$ cat src/rtl/mem_arb_pkg.sv
// Shared types and constants for the shared-memory port arbiter.
`ifndef PROC_COUNT
`define PROC_COUNT 4
`endif

package mem_arb_pkg;

  // Requester ring length: one read and one write requester per processor.
  localparam int unsigned ARB_REQ_N = 2 * `PROC_COUNT;
  localparam int unsigned ARB_IDX_W = $clog2(ARB_REQ_N);

  typedef logic [$clog2(2*`PROC_COUNT)-1:0] arb_idx_t;

  typedef enum logic {ARB_IDLE, ARB_GRANT} arb_state_t;

  // Next requester index around the ring, wrapping to 0.
  function automatic arb_idx_t arb_next(input arb_idx_t idx);
    if (32'(idx) == ARB_REQ_N - 32'd1) return '0;
    return idx + 1'b1;
  endfunction

endpackage

$ cat src/rtl/mem_port_arbiter_rr_pick.sv
// Round-robin pick: first eligible requester at or after ptr, wrapping.
module mem_port_arbiter_rr_pick
  import mem_arb_pkg::*;
(
  input  logic [ARB_REQ_N-1:0] req,
  input  arb_idx_t             ptr,
  input  logic [ARB_REQ_N-1:0] excl,
  output logic                 found,
  output arb_idx_t             winner
);

  logic [ARB_REQ_N-1:0]   elig;
  logic [ARB_REQ_N-1:0]   hi_mask;
  logic [2*ARB_REQ_N-1:0] dbl;

  // Mask of ring positions at or above the pointer.
  always_comb begin
    hi_mask = '0;
    for (int i = 0; i < int'(ARB_REQ_N); i++) begin
      hi_mask[i] = (i >= int'(ptr));
    end
  end

  // Double-width vector: low half is the pointer-masked copy, high half the wrapped copy.
  always_comb begin
    elig = req & ~excl;
    dbl  = {elig, elig & hi_mask};
  end

  // Priority encode lowest set bit of the double-width vector, folded back onto the ring.
  always_comb begin
    found  = 1'b0;
    winner = '0;
    for (int i = 2 * int'(ARB_REQ_N) - 1; i >= 0; i--) begin
      if (dbl[i]) begin
        found  = 1'b1;
        winner = arb_idx_t'(i % int'(ARB_REQ_N));
      end
    end
  end

endmodule

$ cat src/rtl/mem_port_arbiter.sv
// Round-robin arbiter sharing the single-ported memory among the processor pool.
module mem_port_arbiter
  import mem_arb_pkg::*;
#(
  parameter int unsigned PORT_COUNT = `PROC_COUNT,
  parameter int unsigned MAX_HOLD   = 4,
  parameter int unsigned IDX_W      = $clog2(PORT_COUNT)
) (
  input  logic                  i_clk,
  input  logic                  i_rst,
  input  logic [PORT_COUNT-1:0] i_req_rd,
  input  logic [PORT_COUNT-1:0] i_req_wr,
  output logic [PORT_COUNT-1:0] o_grant_rd,
  output logic [PORT_COUNT-1:0] o_grant_wr,
  output logic [IDX_W-1:0]      o_sel,
  output logic                  o_sel_wr,
  output logic                  o_sel_valid
);

  arb_state_t           state_q, state_d;
  arb_idx_t             owner_q, owner_d;
  arb_idx_t             ptr_q, ptr_d;
  logic [7:0]           hold_q, hold_d;
  logic [ARB_REQ_N-1:0] req;
  logic [ARB_REQ_N-1:0] excl;
  arb_idx_t             search_ptr;
  logic                 pick_found;
  arb_idx_t             pick_idx;
  logic                 owner_req;
  logic                 hold_max;

  logic [PORT_COUNT-1:0] grant_rd_q, grant_rd_d;
  logic [PORT_COUNT-1:0] grant_wr_q, grant_wr_d;
  logic [IDX_W-1:0]      sel_q, sel_d;
  logic                  sel_wr_q, sel_wr_d;
  logic                  sel_valid_q, sel_valid_d;

  // Interleave requests onto the ring: rd0, wr0, rd1, wr1, ...
  for (genvar p = 0; p < int'(PORT_COUNT); p++) begin : g_ring
    assign req[2*p]   = i_req_rd[p];
    assign req[2*p+1] = i_req_wr[p];
  end

  // While granted, search starts just past the owner and never picks the owner itself.
  assign search_ptr = (state_q == ARB_GRANT) ? arb_next(owner_q) : ptr_q;
  assign excl       = (state_q == ARB_GRANT) ?
                      ({{(ARB_REQ_N-1){1'b0}}, 1'b1} << owner_q) : '0;
  assign owner_req  = req[owner_q];
  assign hold_max   = (hold_q == 8'(MAX_HOLD));

  mem_port_arbiter_rr_pick u_pick (
    .req    (req),
    .ptr    (search_ptr),
    .excl   (excl),
    .found  (pick_found),
    .winner (pick_idx)
  );

  // Next-state: grant, hand over, hold or go idle.
  always_comb begin
    state_d = state_q;
    owner_d = owner_q;
    ptr_d   = ptr_q;
    hold_d  = hold_q;
    unique case (state_q)
      ARB_IDLE: begin
        if (pick_found) begin
          state_d = ARB_GRANT;
          owner_d = pick_idx;
          hold_d  = 8'd1;
        end
      end
      ARB_GRANT: begin
        if (!owner_req || hold_max) begin
          if (pick_found) begin
            owner_d = pick_idx;
            ptr_d   = arb_next(owner_q);
            hold_d  = 8'd1;
          end else if (!owner_req) begin
            state_d = ARB_IDLE;
            ptr_d   = arb_next(owner_q);
            hold_d  = 8'd0;
          end else begin
            // Sole requester at its hold limit keeps the grant with a fresh window.
            hold_d = 8'd1;
          end
        end else begin
          hold_d = hold_q + 8'd1;
        end
      end
      default: state_d = ARB_IDLE;
    endcase
  end

  // Output next values, derived from the next owner so they register with the state.
  always_comb begin
    grant_rd_d  = '0;
    grant_wr_d  = '0;
    sel_d       = '0;
    sel_wr_d    = 1'b0;
    sel_valid_d = (state_d == ARB_GRANT);
    if (sel_valid_d) begin
      sel_d    = IDX_W'(owner_d[ARB_IDX_W-1:1]);
      sel_wr_d = owner_d[0];
      if (owner_d[0]) grant_wr_d[sel_d] = 1'b1;
      else            grant_rd_d[sel_d] = 1'b1;
    end
  end

  // State and output registers with asynchronous clear.
  always_ff @(posedge i_clk or posedge i_rst) begin
    if (i_rst) begin
      state_q     <= ARB_IDLE;
      owner_q     <= '0;
      ptr_q       <= '0;
      hold_q      <= '0;
      grant_rd_q  <= '0;
      grant_wr_q  <= '0;
      sel_q       <= '0;
      sel_wr_q    <= 1'b0;
      sel_valid_q <= 1'b0;
    end else begin
      state_q     <= state_d;
      owner_q     <= owner_d;
      ptr_q       <= ptr_d;
      hold_q      <= hold_d;
      grant_rd_q  <= grant_rd_d;
      grant_wr_q  <= grant_wr_d;
      sel_q       <= sel_d;
      sel_wr_q    <= sel_wr_d;
      sel_valid_q <= sel_valid_d;
    end
  end

  assign o_grant_rd  = grant_rd_q;
  assign o_grant_wr  = grant_wr_q;
  assign o_sel       = sel_q;
  assign o_sel_wr    = sel_wr_q;
  assign o_sel_valid = sel_valid_q;

endmodule

$ cat config.mk
export PLATFORM = sky130hd
export DESIGN_NAME = mem_port_arbiter
export DESIGN_NICKNAME = d
export VERILOG_FILES = /design/src/rtl/mem_arb_pkg.sv /design/src/rtl/mem_port_arbiter_rr_pick.sv /design/src/rtl/mem_port_arbiter.sv
export SDC_FILE = /design/constraint.sdc
export NUM_CORES = 1
export LEC_CHECK = 0
export ABC_CLOCK_PERIOD_IN_PS = 2900
export CAP_MARGIN = 0
export CORE_MARGIN = 5
export CORE_UTILIZATION = 35
export CTS_CLUSTER_DIAMETER = 30
export DETAILED_ROUTE_END_ITERATION = 16
export SLEW_MARGIN = 20
export SYNTH_ARGS = -nofsm -noshare
export SYNTH_HDL_FRONTEND = slang
export SYNTH_SLANG_ARGS = --single-unit
$ cat constraint.sdc
create_clock -name i_clk -period 2.9 [get_ports i_clk]
set_input_delay 0.58 -clock i_clk [delete_from_list [all_inputs] [get_ports i_clk]]
set_output_delay 0.58 -clock i_clk [all_outputs]
set_load 0.01 [all_outputs]
# Word level (Yosys, flattened, before mapping)
# Index checks and enable logic that the tools add are counted.
[op_classes]
order_cmp = 10
reduce_logical = 4
addsub = 2
bitwise = 4
eq_ne = 4
shifts = 1
mux = 71
[op_table]
columns = ["cell", "n"]
rows = [
  ["$mux 3", 25],
  ["$mux 1", 33],
  ["$mux 8", 3],
  ["$and 8x8->8", 2],
  ["$mux 4", 4],
  ["$pmux 8 s2", 1],
  ["$ge 3x3->1 const A", 3],
  ["$add 8x1->8 const B", 1],
  ["$eq 8x3->1 const B", 1],
  ["$not 8->8", 1],
  ["$shl 1x3->8 const A", 1],
  ["$ge 1x3->1 const A", 2],
  ["$ge 2x3->1 const A", 2],
  ["$pmux 3 s2", 1],
  ["$lt 3x4->1 const B", 1],
  ["$ne 2x2->1 const B", 2],
  ["$add 3x1->3 const B", 1],
  ["$bmux 1 s3", 1],
  ["$eq 3x3->1 const B", 1],
  ["$lt 2x3->1 const B", 1],
  ["$reduce_and 3->1", 1],
  ["$demux 1 s2", 1],
  ["$ge 2x1->1 const B", 1],
  ["$mux 2", 1],
  ["other kinds (5)", 5],
]
[word_totals]
input_bits = 10
word_cells = 104
output_inout_bits = 12
reg_bits = 26

# Logic depth before layout (Yosys ltp)
[depth]
ltp_word = 29
mapped_depth = 11
depth_no_buf = 10

# Hierarchy
# A second synthesis with hierarchy kept.
[unflattened]
cells_unflattened = 196
area_unflattened_um2 = 1888.1
[modules_own_cells]
columns = ["mod", "n_inst", "cells_per_inst", "area_per_inst_um2"]
rows = [
  ["mem_port_arbiter", 1, 150, 1567.8],
  ["mem_port_arbiter_rr_pick", 1, 46, 320.3],
]

# Least setup slack after synthesis
# OpenSTA, ideal clock, no wires.
[synth_timing]
kind = "register to register"
startpoint = "reg owner_q[0]"
endpoint = "reg grant_wr_q[0], in the netlist o_grant_wr[0]"
setup_time_ns = 0.086
stages_incl_launch_ff = 11
synth_period_minus_slack_ns = 2.596
path_slack_ns = 0.304
arrival_time_ns = 2.510
t_required_ns = 2.814
cell_sequence = "dfrtp_1 -> buf_2 -> inv_1 -> ha_1 -> nand3_2 -> a2111oi_4 -> or4b_4 -> and2_4 -> and4_4 -> a211o_1 -> nor3_1"
[synth_via]
elab_chain_len = 29
[synth_rtl]
columns = ["item", "line_no", "rtl"]
rows = [
  ["start: declaration", "mem_port_arbiter.sv:21", "arb_idx_t owner_q, owner_d;"],
  ["start signal: assignment", "mem_port_arbiter.sv:124", "owner_q <= owner_d;"],
  ["$shl 1x3->8", "mem_port_arbiter.sv:47", "({{(ARB_REQ_N-1){1'b0}}, 1'b1} << owner_q) : '0;"],
  ["$mux 8", "mem_port_arbiter.sv:46", "assign excl = (state_q == ARB_GRANT) ?"],
  ["$not 8->8", "mem_port_arbiter_rr_pick.sv:26", "elig = req & ~excl;"],
  ["$and 8x8->8", "mem_port_arbiter_rr_pick.sv:26", ""],
  ["$mux 3 / $mux 1 (equally long branches) (16 in series)", "mem_port_arbiter_rr_pick.sv:35", "if (dbl[i]) begin"],
  ["$mux 3", "mem_port_arbiter.sv:67, mem_port_arbiter.sv:75", ""],
  ["$mux 3", "mem_port_arbiter.sv:74", "if (!owner_req || hold_max) begin"],
  ["$pmux 3 s2", "mem_port_arbiter.sv:65", "unique case (state_q)"],
  ["$lt 2x3->1 (implied by the code) / $ge 2x1->1 (equally long branches)", "mem_port_arbiter.sv:105", "if (owner_d[0]) grant_wr_d[sel_d] = 1'b1;"],
  ["$logic_and 1x1->1 (implied by the code)", "mem_port_arbiter.sv:105", ""],
  ["$mux 1 (implied by the code)", "mem_port_arbiter.sv:105", ""],
  ["$demux 1 s2", "mem_port_arbiter.sv:105", ""],
  ["$mux 4", "mem_port_arbiter.sv:105", ""],
  ["$mux 4 (*)", "mem_port_arbiter.sv:102", "if (sel_valid_d) begin"],
  ["net grant_wr_d[0]", "mem_port_arbiter.sv:33", "logic [PORT_COUNT-1:0] grant_wr_q, grant_wr_d;"],
  ["end signal: assignment", "mem_port_arbiter.sv:128", "grant_wr_q <= grant_wr_d;"],
  ["end: declaration", "mem_port_arbiter.sv:33", ""],
]
# The timed path passes the listed nets; every way through them passes the cells marked *. The select of a mux whose other input is x is not followed.
# A chain may end at the register's enable or synchronous reset.

# Final worst setup path
[layout_timing]
startpoint = "reg owner_q[0]"
endpoint = "reg grant_wr_q[1], in the netlist o_grant_wr[1]"
# Same word-level chain as after synthesis.

==> flow_summary.ini <==
[synth]
yosys_register_bits = 26
async_flop_share_pct = 100
synth-edff-count = 0
syn-num-nets = 206
ys.flop_type = dfrtp_1
synth_seq_area_share_pct = 38.2
synthCells = 188
avgSynthCellArea_um2 = 9.06
ys_types = 53
synth_area_um2 = 1700
yosys_warnings = 0

[pwr]
netSwitchingPower_mw = 1.11
p_sw_share_pct = 41.7
power_frac_seq_pct = 21.6
p_clk_share_pct = 11.2
leakage_nw = 1.02
p_comb_share_pct = 67.2
p_per_area_nw_per_um2 = 1180
total_power_mw = 2.66
internal_power_mw = 1.55
irDropWorstVdd_mv = 0.706

[setup_path]
timing.rr.start = owner_q[0]$_DFF_PP0_
endpoint_kind = flop
critPathArrivalTime_ps = 2990
critPathRequiredTime_ps = 3090
path_class = flop to flop
cp_max_fo = 5
startpoint_type = flop
crit_path_start = owner_q[0]$_DFF_PP0_

[timing]
setup_tns_ps = 0
finalWorstSetupSlack_ps = 102
finClkSkew_ps = 7.14
fin_crit_sh_pct = 96.5
slew_headroom_pct = 69.0
period_minus_slack_ps = 2800
timing.fmax_mhz = 357
rsz0062_at_grt = false
hold_violations = 0
tightest_slew_ps = 459
drv_slew = 0
setup-violations-final = 0

[routing]
routedWlPerCell_um = 14.0
viasPerCell = 5.09
firstDrtPassIters = 4
wirelength_um = 4220
vias = 1531
initialDrtViolationCount = 84
antenna_left = 0
drcViolationCount = 0

[placed_design]
place_congestion = 0.839
place_ws_ps = -175
dp_hpwl_um = 3330
io_buffers = 21
dpl_cell_area_um2 = 2160

[floorplan]
core_um2 = 4720
die_h_um = 79.8
die-area_um2 = 6360
initial_utilization_pct = 36.1
io_pins = 22
die_w_um = 79.8
rows = 25

[grt]
overflow = 0
grt_pass1_vias = 1490
grt_pass1_wl_um = 7090
grt_max_degree = 27
antenna_found_initial = 0
grt_usage_pct = 13.9

[job]
cap_violations = 0

[clocking]
path_clk_slew_ps = 90
cts_hold_buf = 0
cts_buffers = 3
cts.sinks = 26
clkLatencyLatePin_ps = 270
cts-root-buf = clkbuf_8
cts_max_path_buffers = 2
htree_num_levels = 1
cts_tree = built

[hold_path]
hp-start = hold_q[7]$_DFFE_PP0P_
min_path_type = flop to flop

[cells_and_area]
drive_gt1_share_pct = 20.5
syn_to_final_growth_pct = 32.1
diodes = 0
finalNetCount = 253
final_area_um2 = 2250

[run_status]
status = complete, no violations
-- logic make-up after synthesis --
kind of cell / synth area share (%)
AOI/OAI and AO/OA: 21.2
xor gates and xnor gates: 0.514
adders and majority gates: 5.88
buffers and inverters: 4.70
DFF: 38.2
muxes: 5.22
and+or+nand+nor: 24.3
-- cells in the final DEF (no fill, tap or decap), types with 3 or more instances in the layout --
cell type	netlist	layout
dfrtp_1	26	26
buf_4	1	26
clkdlybuf4s50_1	0	21
nor2_1	17	17
nand2_1	13	13
o21ai_0	14	13
inv_1	12	12
nor3_1	10	9
a21oi_1	8	8
nand3_1	7	7
nor2b_1	7	7
ha_1	8	7
nand2b_1	5	5
mux2_2	3	3
and3_1	3	3
a21o_1	3	3
clkbuf_8	0	3
-- Yosys cell counts (2+ instances only) --
library cell	count	area, µm²
o21ai_0	14	70.1
nor2b_1	7	43.8
a21oi_1	8	40.0
nand2b_1	5	31.3
buf_2	4	20.0
a21o_1	3	22.5
nor2_1	17	63.8
o21bai_1	2	15.0
inv_1	12	45.0
mux4_2	2	45.0
dfrtp_1	26	651
inv_2	2	7.51
and3_1	3	18.8
nand2_1	13	48.8
nand3b_1	2	15.0
o31ai_1	3	22.5
a21boi_0	2	15.0
ha_1	8	100
mux2_2	3	33.8
nand3_1	7	35.0
a31oi_1	2	12.5
o221ai_1	2	17.5
or3_1	2	12.5
nor3_1	10	50.1
-- what timing repair did --
item | 4_1_cts | 5_1_grt
endpoints found under the setup margin | 0 | 8
setup buffers | 0 | 0
gates resized for setup | 0 | 5
-- power groups by stage --
stage | combinational [mW] | clock [mW] | sequential (mW)
global route | 1.96 | 0.325 | 0.593
CTS | 1.76 | 0.308 | 0.575
global placement | 1.75 | 0 | 0.583
finish | 1.79 | 0.297 | 0.576
detailed placement | 1.75 | 0 | 0.583
floorplan | 1.08 | 0 | 0.584
-- sequential cells by signal (all words and copies together) (netlist names) --
name,cells
ptr_q,3
o_sel_wr,1
owner_q,3
o_sel,2
o_sel_valid,1
o_grant_wr,4
hold_q,8
o_grant_rd,4
-- worst max-delay path, cell delays in order, from the launching register on --
cell and delay, ps:
dfrtp_1 440, ha_1 240, ha_1 210, or3b_1 400, a22oi_1 200, o21ai_1 110
a2111o_1 430, and4_4 210, a211o_1 310, nor3_1 160
-- final timing paths --
kind                                           end  depth (start not counted)  slack, ps
min                          hold_q[7]$_DFFE_PP0P_                          1        500
min reg2reg                  hold_q[7]$_DFFE_PP0P_                          1        500
max reg2reg                o_grant_wr[1]$_DFF_PP0_                          9        100
min in group asynchronous       o_sel[0]$_DFF_PP0_                          3        660
max                        o_grant_wr[1]$_DFF_PP0_                          9        100
max in group asynchronous     ptr_q[1]$_DFFE_PP0P_                          3       2000
-- per-layer routing --
metal | global-route usage [%] | vias up | wire length (µm)
li1 | - | 774 | -
met1 | 19.1 | 719 | 1990
met2 | 22.6 | 36 | 1990
met3 | 2.14 | 2 | 223
met4 | 4.05 | 0 | 17
met5 | 0 | - | 0
-- area by class of cell --
cell class | instances | area, µm²
clock inverters | 1 | 30.0
multi-input cells | 143 | 986
well taps | 67 | 83.8
flip-flops and latches | 26 | 651
inverters | 14 | 52.6
fillers | 442 | 2470
clock buffers | 3 | 41.3
repair buffers | 47 | 405
-- through the flow --
| step | cells | hold WS (ps) | util [%] |
|---|---|---|---|
| after floorplan | 188 | 446 | - |
| after global placement | 297 | 482 | 45.8 |
| after detailed placement | 297 | 491 | 45.8 |
| after CTS | 301 | 504 | 47.3 |
| after global routing | 301 | 534 | 47.6 |
| final | 301 | 496 | 47.6 |
Power figures use the tool's default switching activity.
